<file path="src/rtl/hazard_pkg.sv">
// Shared types and encodings for the pipeline hazard controller.
package hazard_pkg;

  // Execute-stage operand source select.
  typedef enum logic [1:0] {
    FWD_RF = 2'b00,
    FWD_W  = 2'b01,
    FWD_M  = 2'b10
  } fwd_sel_t;

  localparam logic [1:0] PCSRC_BRANCH    = 2'b01;
  localparam logic [1:0] PCSRC_JUMP      = 2'b10;
  localparam logic [1:0] RESULT_SRC_LOAD = 2'b01;

  typedef enum logic [1:0] {
    StIdle      = 2'b00,
    StLoadStall = 2'b01,
    StMduBusy   = 2'b10
  } hz_state_t;

endpackage

</file>
<file path="src/rtl/hazard_ctrl_if.sv">
// Datapath <-> hazard controller signal bundle.
interface hazard_ctrl_if #(
  parameter int unsigned REG_AW = 5
);
  logic [REG_AW-1:0] Rs1D, Rs2D;
  logic [REG_AW-1:0] Rs1E, Rs2E, RdE;
  logic [1:0]        ResultSrcE;
  logic              MduStartE;
  logic [1:0]        PCSrcE;
  logic [REG_AW-1:0] RdM;
  logic              RegWriteM;
  logic              MemReqM, MemReadyM;
  logic [REG_AW-1:0] RdW;
  logic              RegWriteW;
  logic              StallF, StallD, StallE, StallM;
  logic              FlushD, FlushE, FlushM, FlushW;
  logic [1:0]        ForwardAE, ForwardBE;
  logic              MduBusy;

  // Datapath side.
  modport master (
    output Rs1D, Rs2D, Rs1E, Rs2E, RdE, ResultSrcE, MduStartE, PCSrcE,
           RdM, RegWriteM, MemReqM, MemReadyM, RdW, RegWriteW,
    input  StallF, StallD, StallE, StallM, FlushD, FlushE, FlushM, FlushW,
           ForwardAE, ForwardBE, MduBusy
  );

  // Hazard controller side.
  modport slave (
    input  Rs1D, Rs2D, Rs1E, Rs2E, RdE, ResultSrcE, MduStartE, PCSrcE,
           RdM, RegWriteM, MemReqM, MemReadyM, RdW, RegWriteW,
    output StallF, StallD, StallE, StallM, FlushD, FlushE, FlushM, FlushW,
           ForwardAE, ForwardBE, MduBusy
  );
endinterface

</file>
<file path="src/rtl/hazard_fwd_sel.sv">
// Forwarding select for one execute-stage operand; M result beats W result.
module hazard_fwd_sel
  import hazard_pkg::*;
#(
  parameter int unsigned REG_AW = 5
) (
  input  logic [REG_AW-1:0] rs,
  input  logic [REG_AW-1:0] rd_m,
  input  logic              reg_write_m,
  input  logic [REG_AW-1:0] rd_w,
  input  logic              reg_write_w,
  output fwd_sel_t          sel
);

  // x0 is hardwired zero, so it is never forwarded.
  always_comb begin
    sel = FWD_RF;
    if (rs != '0) begin
      if (reg_write_m && (rs == rd_m)) begin
        sel = FWD_M;
      end else if (reg_write_w && (rs == rd_w)) begin
        sel = FWD_W;
      end
    end
  end

endmodule

</file>
<file path="src/rtl/hazard_ctrl.sv">
// Pipeline hazard controller: forwarding, load-use bubbles, MDU occupancy,
// branch/jump flush and whole-pipeline freeze while data memory is not ready.
module hazard_ctrl
  import hazard_pkg::*;
#(
  parameter int unsigned REG_AW       = 5,
  parameter int unsigned LOAD_BUBBLES = 1,
  parameter int unsigned MDU_LATENCY  = 4
) (
  input logic         clk,
  input logic         rst,
  hazard_ctrl_if.slave hz
);

  localparam int unsigned CntMax = (LOAD_BUBBLES > MDU_LATENCY) ? LOAD_BUBBLES : MDU_LATENCY;
  localparam int unsigned CntW   = $clog2(CntMax + 1);

  // The detection cycle is itself one stall cycle, hence the -2.
  localparam logic [CntW-1:0] LoadInit = CntW'((LOAD_BUBBLES > 1) ? LOAD_BUBBLES - 2 : 0);
  localparam logic [CntW-1:0] MduInit  = CntW'((MDU_LATENCY > 1) ? MDU_LATENCY - 2 : 0);

  hz_state_t       state_q, state_d;
  logic [CntW-1:0] cnt_q, cnt_d;

  logic     mem_wait, branch_taken, load_use;
  logic     stall_f, stall_d, stall_e, stall_m;
  logic     flush_d, flush_e, flush_m, flush_w;
  logic     mdu_busy;
  fwd_sel_t fwd_a, fwd_b;

  hazard_fwd_sel #(.REG_AW(REG_AW)) u_fwd_a (
    .rs          (hz.Rs1E),
    .rd_m        (hz.RdM),
    .reg_write_m (hz.RegWriteM),
    .rd_w        (hz.RdW),
    .reg_write_w (hz.RegWriteW),
    .sel         (fwd_a)
  );

  hazard_fwd_sel #(.REG_AW(REG_AW)) u_fwd_b (
    .rs          (hz.Rs2E),
    .rd_m        (hz.RdM),
    .reg_write_m (hz.RegWriteM),
    .rd_w        (hz.RdW),
    .reg_write_w (hz.RegWriteW),
    .sel         (fwd_b)
  );

  // Hazard condition decode.
  always_comb begin
    mem_wait     = hz.MemReqM && !hz.MemReadyM;
    branch_taken = (hz.PCSrcE == PCSRC_BRANCH) || (hz.PCSrcE == PCSRC_JUMP);
    load_use     = (hz.ResultSrcE == RESULT_SRC_LOAD) && (hz.RdE != '0) &&
                   ((hz.Rs1D == hz.RdE) || (hz.Rs2D == hz.RdE));
  end

  // Next state, counter and stall/flush generation; memory wait freezes everything.
  always_comb begin
    state_d  = state_q;
    cnt_d    = cnt_q;
    stall_f  = 1'b0;
    stall_d  = 1'b0;
    stall_e  = 1'b0;
    stall_m  = 1'b0;
    flush_d  = 1'b0;
    flush_e  = 1'b0;
    flush_m  = 1'b0;
    flush_w  = 1'b0;
    mdu_busy = (state_q == StMduBusy);

    if (mem_wait) begin
      stall_f = 1'b1;
      stall_d = 1'b1;
      stall_e = 1'b1;
      stall_m = 1'b1;
      flush_w = 1'b1;
    end else begin
      unique case (state_q)
        StIdle: begin
          if (branch_taken) begin
            flush_d = 1'b1;
            flush_e = 1'b1;
          end else if (hz.MduStartE && (MDU_LATENCY > 1)) begin
            stall_f = 1'b1;
            stall_d = 1'b1;
            stall_e = 1'b1;
            flush_m = 1'b1;
            cnt_d   = MduInit;
            state_d = StMduBusy;
          end else if (load_use) begin
            stall_f = 1'b1;
            stall_d = 1'b1;
            flush_e = 1'b1;
            if (LOAD_BUBBLES > 1) begin
              cnt_d   = LoadInit;
              state_d = StLoadStall;
            end
          end
        end
        StLoadStall: begin
          stall_f = 1'b1;
          stall_d = 1'b1;
          flush_e = 1'b1;
          if (cnt_q == '0) state_d = StIdle;
          else             cnt_d   = cnt_q - CntW'(1);
        end
        StMduBusy: begin
          stall_f = 1'b1;
          stall_d = 1'b1;
          stall_e = 1'b1;
          flush_m = 1'b1;
          if (cnt_q == '0) state_d = StIdle;
          else             cnt_d   = cnt_q - CntW'(1);
        end
        default: state_d = StIdle;
      endcase
    end
  end

  // State and shared down-counter registers.
  always_ff @(posedge clk or posedge rst) begin
    if (rst) begin
      state_q <= StIdle;
      cnt_q   <= '0;
    end else begin
      state_q <= state_d;
      cnt_q   <= cnt_d;
    end
  end

  // Outputs forced quiet while reset is held, independent of the clock.
  always_comb begin
    hz.StallF    = stall_f & ~rst;
    hz.StallD    = stall_d & ~rst;
    hz.StallE    = stall_e & ~rst;
    hz.StallM    = stall_m & ~rst;
    hz.FlushD    = flush_d & ~rst;
    hz.FlushE    = flush_e & ~rst;
    hz.FlushM    = flush_m & ~rst;
    hz.FlushW    = flush_w & ~rst;
    hz.MduBusy   = mdu_busy & ~rst;
    hz.ForwardAE = rst ? 2'b00 : fwd_a;
    hz.ForwardBE = rst ? 2'b00 : fwd_b;
  end

endmodule

</file>
<file path="src/flat_wrapper.sv">
// flat-port wrapper written by rule: the top's interface ports become plain ports
module hazard_ctrl_flat import hazard_pkg::*;
#(
  parameter int unsigned REG_AW       = 5,
  parameter int unsigned LOAD_BUBBLES = 1,
  parameter int unsigned MDU_LATENCY  = 4
)
  (clk, rst, hz_Rs1D, hz_Rs2D, hz_Rs1E, hz_Rs2E, hz_RdE, hz_ResultSrcE, hz_MduStartE, hz_PCSrcE, hz_RdM, hz_RegWriteM, hz_MemReqM, hz_MemReadyM, hz_RdW, hz_RegWriteW, hz_StallF, hz_StallD, hz_StallE, hz_StallM, hz_FlushD, hz_FlushE, hz_FlushM, hz_FlushW, hz_ForwardAE, hz_ForwardBE, hz_MduBusy);
  hazard_ctrl_if #(.REG_AW(REG_AW)) hz_i ();
  input logic clk;
  input logic rst;
  input wire logic [$bits(hz_i.Rs1D)-1:0] hz_Rs1D;
  input wire logic [$bits(hz_i.Rs2D)-1:0] hz_Rs2D;
  input wire logic [$bits(hz_i.Rs1E)-1:0] hz_Rs1E;
  input wire logic [$bits(hz_i.Rs2E)-1:0] hz_Rs2E;
  input wire logic [$bits(hz_i.RdE)-1:0] hz_RdE;
  input wire logic [$bits(hz_i.ResultSrcE)-1:0] hz_ResultSrcE;
  input wire logic [$bits(hz_i.MduStartE)-1:0] hz_MduStartE;
  input wire logic [$bits(hz_i.PCSrcE)-1:0] hz_PCSrcE;
  input wire logic [$bits(hz_i.RdM)-1:0] hz_RdM;
  input wire logic [$bits(hz_i.RegWriteM)-1:0] hz_RegWriteM;
  input wire logic [$bits(hz_i.MemReqM)-1:0] hz_MemReqM;
  input wire logic [$bits(hz_i.MemReadyM)-1:0] hz_MemReadyM;
  input wire logic [$bits(hz_i.RdW)-1:0] hz_RdW;
  input wire logic [$bits(hz_i.RegWriteW)-1:0] hz_RegWriteW;
  output wire logic [$bits(hz_i.StallF)-1:0] hz_StallF;
  output wire logic [$bits(hz_i.StallD)-1:0] hz_StallD;
  output wire logic [$bits(hz_i.StallE)-1:0] hz_StallE;
  output wire logic [$bits(hz_i.StallM)-1:0] hz_StallM;
  output wire logic [$bits(hz_i.FlushD)-1:0] hz_FlushD;
  output wire logic [$bits(hz_i.FlushE)-1:0] hz_FlushE;
  output wire logic [$bits(hz_i.FlushM)-1:0] hz_FlushM;
  output wire logic [$bits(hz_i.FlushW)-1:0] hz_FlushW;
  output wire logic [$bits(hz_i.ForwardAE)-1:0] hz_ForwardAE;
  output wire logic [$bits(hz_i.ForwardBE)-1:0] hz_ForwardBE;
  output wire logic [$bits(hz_i.MduBusy)-1:0] hz_MduBusy;
  assign hz_i.Rs1D = hz_Rs1D;
  assign hz_i.Rs2D = hz_Rs2D;
  assign hz_i.Rs1E = hz_Rs1E;
  assign hz_i.Rs2E = hz_Rs2E;
  assign hz_i.RdE = hz_RdE;
  assign hz_i.ResultSrcE = hz_ResultSrcE;
  assign hz_i.MduStartE = hz_MduStartE;
  assign hz_i.PCSrcE = hz_PCSrcE;
  assign hz_i.RdM = hz_RdM;
  assign hz_i.RegWriteM = hz_RegWriteM;
  assign hz_i.MemReqM = hz_MemReqM;
  assign hz_i.MemReadyM = hz_MemReadyM;
  assign hz_i.RdW = hz_RdW;
  assign hz_i.RegWriteW = hz_RegWriteW;
  assign hz_StallF = hz_i.StallF;
  assign hz_StallD = hz_i.StallD;
  assign hz_StallE = hz_i.StallE;
  assign hz_StallM = hz_i.StallM;
  assign hz_FlushD = hz_i.FlushD;
  assign hz_FlushE = hz_i.FlushE;
  assign hz_FlushM = hz_i.FlushM;
  assign hz_FlushW = hz_i.FlushW;
  assign hz_ForwardAE = hz_i.ForwardAE;
  assign hz_ForwardBE = hz_i.ForwardBE;
  assign hz_MduBusy = hz_i.MduBusy;
  hazard_ctrl #(.REG_AW(REG_AW), .LOAD_BUBBLES(LOAD_BUBBLES), .MDU_LATENCY(MDU_LATENCY)) u_core (.clk(clk), .rst(rst), .hz(hz_i));
endmodule
</file>
<file path="config.mk">
export PLATFORM = sky130hd
export DESIGN_NAME = hazard_ctrl_flat
export DESIGN_NICKNAME = d
export VERILOG_FILES = /design/src/rtl/hazard_pkg.sv /design/src/rtl/hazard_ctrl_if.sv /design/src/rtl/hazard_fwd_sel.sv /design/src/rtl/hazard_ctrl.sv /design/src/flat_wrapper.sv
export SDC_FILE = /design/constraint.sdc
export NUM_CORES = 1
export LEC_CHECK = 0
export CAP_MARGIN = 20
export CORE_ASPECT_RATIO = 1.5
export CORE_MARGIN = 3
export CORE_UTILIZATION = 36
export DETAILED_ROUTE_END_ITERATION = 8
export PLACE_DENSITY = 0.85
export SETUP_SLACK_MARGIN = 0.4
export SYNTH_ARGS = -nofsm -noshare
export SYNTH_HDL_FRONTEND = slang
export SYNTH_SLANG_ARGS = --single-unit
</file>
<file path="constraint.sdc">
create_clock -name clk -period 2.3 [get_ports clk]
set_input_delay 0.23 -clock clk [delete_from_list [all_inputs] [get_ports clk]]
set_output_delay 0.23 -clock clk [all_outputs]
set_load 0.01 [all_outputs]
</file>
======== Yosys cells after proc, flatten, opt, wreduce, memory -nomap -nowiden ========
Cells that the tools add are included.
word-level totals
  register bits after elaboration ......... 5
  input port bits ......................... 46
  output and inout bits ................... 13
  logic and storage cells ................. 80
operators by class
  $add $sub $neg .......................... 1
  equal/unequal tests ..................... 15
  muxes and demuxes ....................... 34
  bitwise gates (word level) .............. 9
  reductions and logical operators ........ 19
operators with widths
  cell                                                                    count
  5-bit equality test                                                     6
  2-bit two-way mux                                                       9
  1-bit two-way mux                                                       17
  5-bit nonzero test                                                      3
  3-bit two-way mux                                                       3
  1-bit AND                                                               7
  1-bit logical AND                                                       7
  2-bit by 1-bit equality test with 1-bit output (second input constant)  3
  2-bit != test (second input constant)                                   3
  1-bit one-hot mux with 2 select lines                                   3
  3-bit one-hot mux with 2 select lines                                   1
  5-bit AND reduction                                                     1
  2-bit equality test (second input constant)                             2
  2-bit one-hot mux with 2 select lines                                   1
  4-bit AND reduction                                                     1
  3-bit logical NOT                                                       1
  3-bit by 1-bit subtractor with 3-bit output (second input constant)     1
  2-bit logical NOT                                                       1
  1-bit logical OR                                                        2
  2-bit by 1-bit != test with 1-bit output (second input constant)        1
  1-bit NOT                                                               2
  2-bit nonzero test                                                      1
  2-bit OR reduction                                                      1
  1-bit logical NOT                                                       1

======== Longest topological paths before layout ========
  depth after elaboration ................. 9
  depth in mapped cells ................... 6

======== Modules after synthesis ========
Synthesis repeated with hierarchy kept, for this count alone.
second synthesis, totals
  cell total of the unflattened synthesis .. 96
  area, all modules ....................... 747.0 um^2
modules (own cells, without submodules)
  module          instances  cells each  area each (um^2)
  hazard_ctrl     1          60          481.7
  hazard_fwd_sel  2          18          132.6

======== Least setup slack after synthesis ========
No wires, ideal clock.
  kind .................................... reg-to-output
  from .................................... register u_core.state_q[1]
  to ...................................... output hz_FlushE
  arrival time ............................ 1.246 ns
  data required time ...................... 2.070 ns
  setup slack ............................. 0.824 ns
  stages on the path, launching flop included .. 4
  path buffers ............................ 1
  path through ............................ dfrtp_1 buf_2 nor4_1 o21bai_1
between the ends
  word-level cells in the longest chain between the ends .. 4
  elaborated cells on any way between the ends .. 5
RTL lines
  item                                                                                        RTL line            RTL
  from (decl)                                                                                 hazard_ctrl.sv:22   hz_state_t state_q, state_d;
  from (signal assigned)                                                                      hazard_ctrl.sv:123  state_q <= StIdle;
  from (signal assigned)                                                                      hazard_ctrl.sv:126  state_q <= state_d;
  2-bit by 1-bit equality test with 1-bit output / 2-bit logical NOT (equally long branches)  hazard_ctrl.sv:78   unique case (state_q)
  1-bit one-hot mux with 2 select lines *                                                     hazard_ctrl.sv:78
  1-bit two-way mux *                                                                         hazard_ctrl.sv:71   if (mem_wait) begin
  1-bit AND *                                                                                 hazard_ctrl.sv:138  hz.FlushE = flush_e & ~rst;
  to (decl)                                                                                   flat_wrapper.sv:31  output wire logic [$bits(hz_i.FlushE)-1:0] hz_FlushE;
Every way passes the cells marked *; elsewhere a longest branch is shown, timed or not.

======== Worst setup path after layout ========
  from .................................... input hz_RdE[1]
  to ...................................... output hz_StallD
between the ends
  word-level cells in the longest chain between the ends .. 9
  elaborated cells on any way between the ends .. 12
RTL lines
  item                                                              RTL line                              RTL
  from (decl)                                                       flat_wrapper.sv:16                    input wire logic [$bits(hz_i.RdE)-1:0] hz_RdE;
  5-bit equality test / 5-bit nonzero test (equally long branches)  hazard_ctrl.sv:54, hazard_ctrl.sv:53
  1-bit logical OR / 1-bit logical AND (equally long branches)      hazard_ctrl.sv:54, hazard_ctrl.sv:53
  1-bit logical AND *                                               hazard_ctrl.sv:53                     load_use = (hz.ResultSrcE == RESULT_SRC_LOAD) && (hz.RdE != '0) &&
  1-bit two-way mux *                                               hazard_ctrl.sv:90                     end else if (load_use) begin
  1-bit two-way mux *                                               hazard_ctrl.sv:83                     end else if (hz.MduStartE && (MDU_LATENCY > 1)) begin
  1-bit two-way mux *                                               hazard_ctrl.sv:80                     if (branch_taken) begin
  1-bit one-hot mux with 2 select lines *                           hazard_ctrl.sv:78
  1-bit two-way mux *                                               hazard_ctrl.sv:71
  1-bit AND *                                                       hazard_ctrl.sv:134                    hz.StallD = stall_d & ~rst;
  to (decl)                                                         flat_wrapper.sv:27                    output wire logic [$bits(hz_i.StallD)-1:0] hz_StallD;
Marks and branches as above.

==> results.md <==
- Outcome: finished, final reports clean
- Number of max-capacitance violations reported: 0
- Root buffer selected by CTS: clkbuf_4
- Leading register cell type out of synthesis: dfrtp_1
- Wire length of the first global-routing pass: 4.40 mm
- CTS tree: built
- Unique cell type count in the Yosys netlist: 33
- Top-Level Pins: 59
- Input/output buffers: 58
- Pin count of the biggest net entering global routing: 11
- End-of-flow core utilization: 0.730
- Summed instance area of the synthesized netlist: 787 um2
- Critical path startpoint category: primary input
- Tightest slew margin relative to the limit: 0.777
- Final Slew Violations: 0
- Areal power density over the cells: 412 nW/um2
- HPWL after detailed placement: 2.42 mm
- Total global routing overflow: 0
- Total non-filler cell area in the finished layout: 1500 um2
- Skew-Pair Late Insertion Delay: 0.23 ns
- Hold violation total from the final report: 0
- Standard cell area after detailed placement: around 1400 um2
- ANT nets after route: 0
- Sum of internal, switching and leakage power: between 600 and 700 uW
- Total negative slack: 0 ns
- Synth top area share: 0.200
- Post-route fraction of the period consumed by the critical path: 0.811
- Maximum fanout along the worst path: 2
- Final net count: roughly 210
- Share of synthesized registers carrying an async set or reset: 1.00
- Final critical delay including setup and external delays: 1.87 ns
- Endpoint arrival time on the critical path: ~1.6 ns
- Detailed-route wire length: around 2.8 mm
- Average instance area after synthesis: 8.20 um2
- Pin slew with the least headroom to its limit: roughly 0.33 ns
- Placement Setup Slack: -0.0753 ns
- Syn. warnings: 0
- Inserted Clock Buffers: 3
- Endpoint kind of the worst setup timing path: output port
- Area occupied by multi-input gates: about 700 um2
- DRC Markers: 0
- Sequential-to-total area share from yosys stat: 0.127
- Required time at the worst-slack endpoint: between 2 and 2.5 ns
- Routed WL per cell: about 15 um
- Count of flip-flops with a built-in enable after synthesis: 0
- Diodes inserted: 0
- Floorplan core area: 2050 um2
- Count of vias placed by the detailed router: 983
- Layout overhead on the synthesized area: 90.5%
- Number of levels the H-tree was split into: 1
- CTS Buffer Depth: 2
- Net count of the mapped netlist: 144
- Clock slew at reported path FFs: 0.04 ns
- Horiz. Die Dim: 44.2 um
- Worst setup slack after layout: ~0.43 ns
- Type of the worst min-delay path: in2async
- RSZ-0062 raised after global routing: true
- Leakage: between 0.0007 and 0.0008 uW
- Clk sink count: 4
- Maximum vdd drop: 0.262 mV
- Setup Crit Path Kind: in2out
- Antenna violations before repair: 0
- Number of cells produced by synthesis: 96
- Most area-consuming cells after synthesis: xor2_1, xnor2_1, dfrtp_1
- Library cell with the highest instance count after synthesis: xor2_1
- Count of endpoints failing setup in the final report: 0
- Placement row count: 20
- Area used by sequential logic in the layout: 101 um2
- Detailed router's first-iteration violation count: 7
- Die Y-Extent: 63.3 um
- Final-layout fill cell count: 173
- Die area: 2790 um2
- Effective utilization at floorplan: 0.384
- Number of global-route vias before repair: 1095
- Vias per std cell: 5.31
- Count of TritonRoute iterations in the first routing pass: 5
- Cell accounting for the most synthesized area: xor2_1
- Aggregate global-route resource usage: 0.209
- Fraction of final layout cells sized beyond drive strength 1: 0.245
- #FFs+latches synth: 4
- Commonest cells post-synth: xor2_1, xnor2_1, nor2_1
- Clock skew: 0.00579 ns
- Routability Congestion: between 0.8 and 0.9
- Hold-fix buffers, CTS: 0
- Maximum achievable frequency: 536 MHz
==> report_power, final <==
part | switching (uW) | internal, uW
clock | 24.9 | 58.1
combinational | 172 | 219
sequential | 38.5 | 105
==> cell families after synthesis <==
logic type,Yosys count,synth area share
buf+inv,9,0.0572
fa+ha+maj,2,0.0318
mux,2,0.0270
xor+xnor,31,0.355
flops,4,0.127
compound gates,11,0.134
simple gates,37,0.269
==> per-layer routing <==
layer	GRT usage	up-vias	wire length, um
met5	0	-	0
met4	0.102	0	72
met3	0.0486	9	245
met2	0.442	66	1610
met1	0.151	444	855
li1	-	464	-
==> layout make-up <==
| type | instances | share of cell area |
|---|---|---|
| repair buffers | 69 | 0.423 |
| inverters | 4 | 0.0100 |
| well taps | 22 | 0.0184 |
| clock buffers | 3 | 0.0150 |
| flip-flops and latches | 4 | 0.0676 |
| multi-input cells | 83 | 0.466 |
==> critical path, cell delays in order <==
cell and delay, ns:
clkdlybuf4s50_1 0.49, nor3_1 0.08, a2111oi_4 0.38, o21ai_1 0.12
o21bai_1 0.18, buf_2 0.16
==> through the flow <==
stage / std cells / hold WS, ns
detailed placement: 179 / 0.466
global route: 185 / 0.0352
CTS: 184 / 0.402
finish: 185 / 0.0283
floorplan: 96 / 0.187
global placement: 179 / 0.462
==> final timing paths <==
path                                  from                end  slack, ns  depth (start not counted)
max in group asynchronous              rst  u_core.state_q[1]       2.13                          2
hold / removal                         rst    u_core.cnt_q[2]       0.03                          2
hold reg to reg            u_core.cnt_q[0]    u_core.cnt_q[0]       0.46                          1
setup reg to reg           u_core.cnt_q[0]    u_core.cnt_q[0]       0.96                          5
setup / recovery                 hz_RdE[1]          hz_StallD       0.43                          6
min in group clk           u_core.cnt_q[0]    u_core.cnt_q[0]       0.46                          1
==> flip-flops by register name (all words and copies together), names as in the netlist <==
register,count
u_core.cnt_q,3
u_core.state_q,1
==> cell usage in the layout (no fill, tap or decap), types with 5 or more instances in the layout <==
master and count:
buf_2 7, buf_4 11, clkdlybuf4s50_1 29, dlygate4sd2_1 13, dlymetal6s2s_1 9, nor2_1 6
nor4_2 5, xnor2_1 12, xor2_1 18
==> repair_timing <==
action | in CTS | in global routing
pin swaps | 7 | 6
setup endpoints to repair | 12 | 11
setup buffers | 2 | 1
gates resized for setup | 49 | 16
Power figures use the tool's default switching activity.
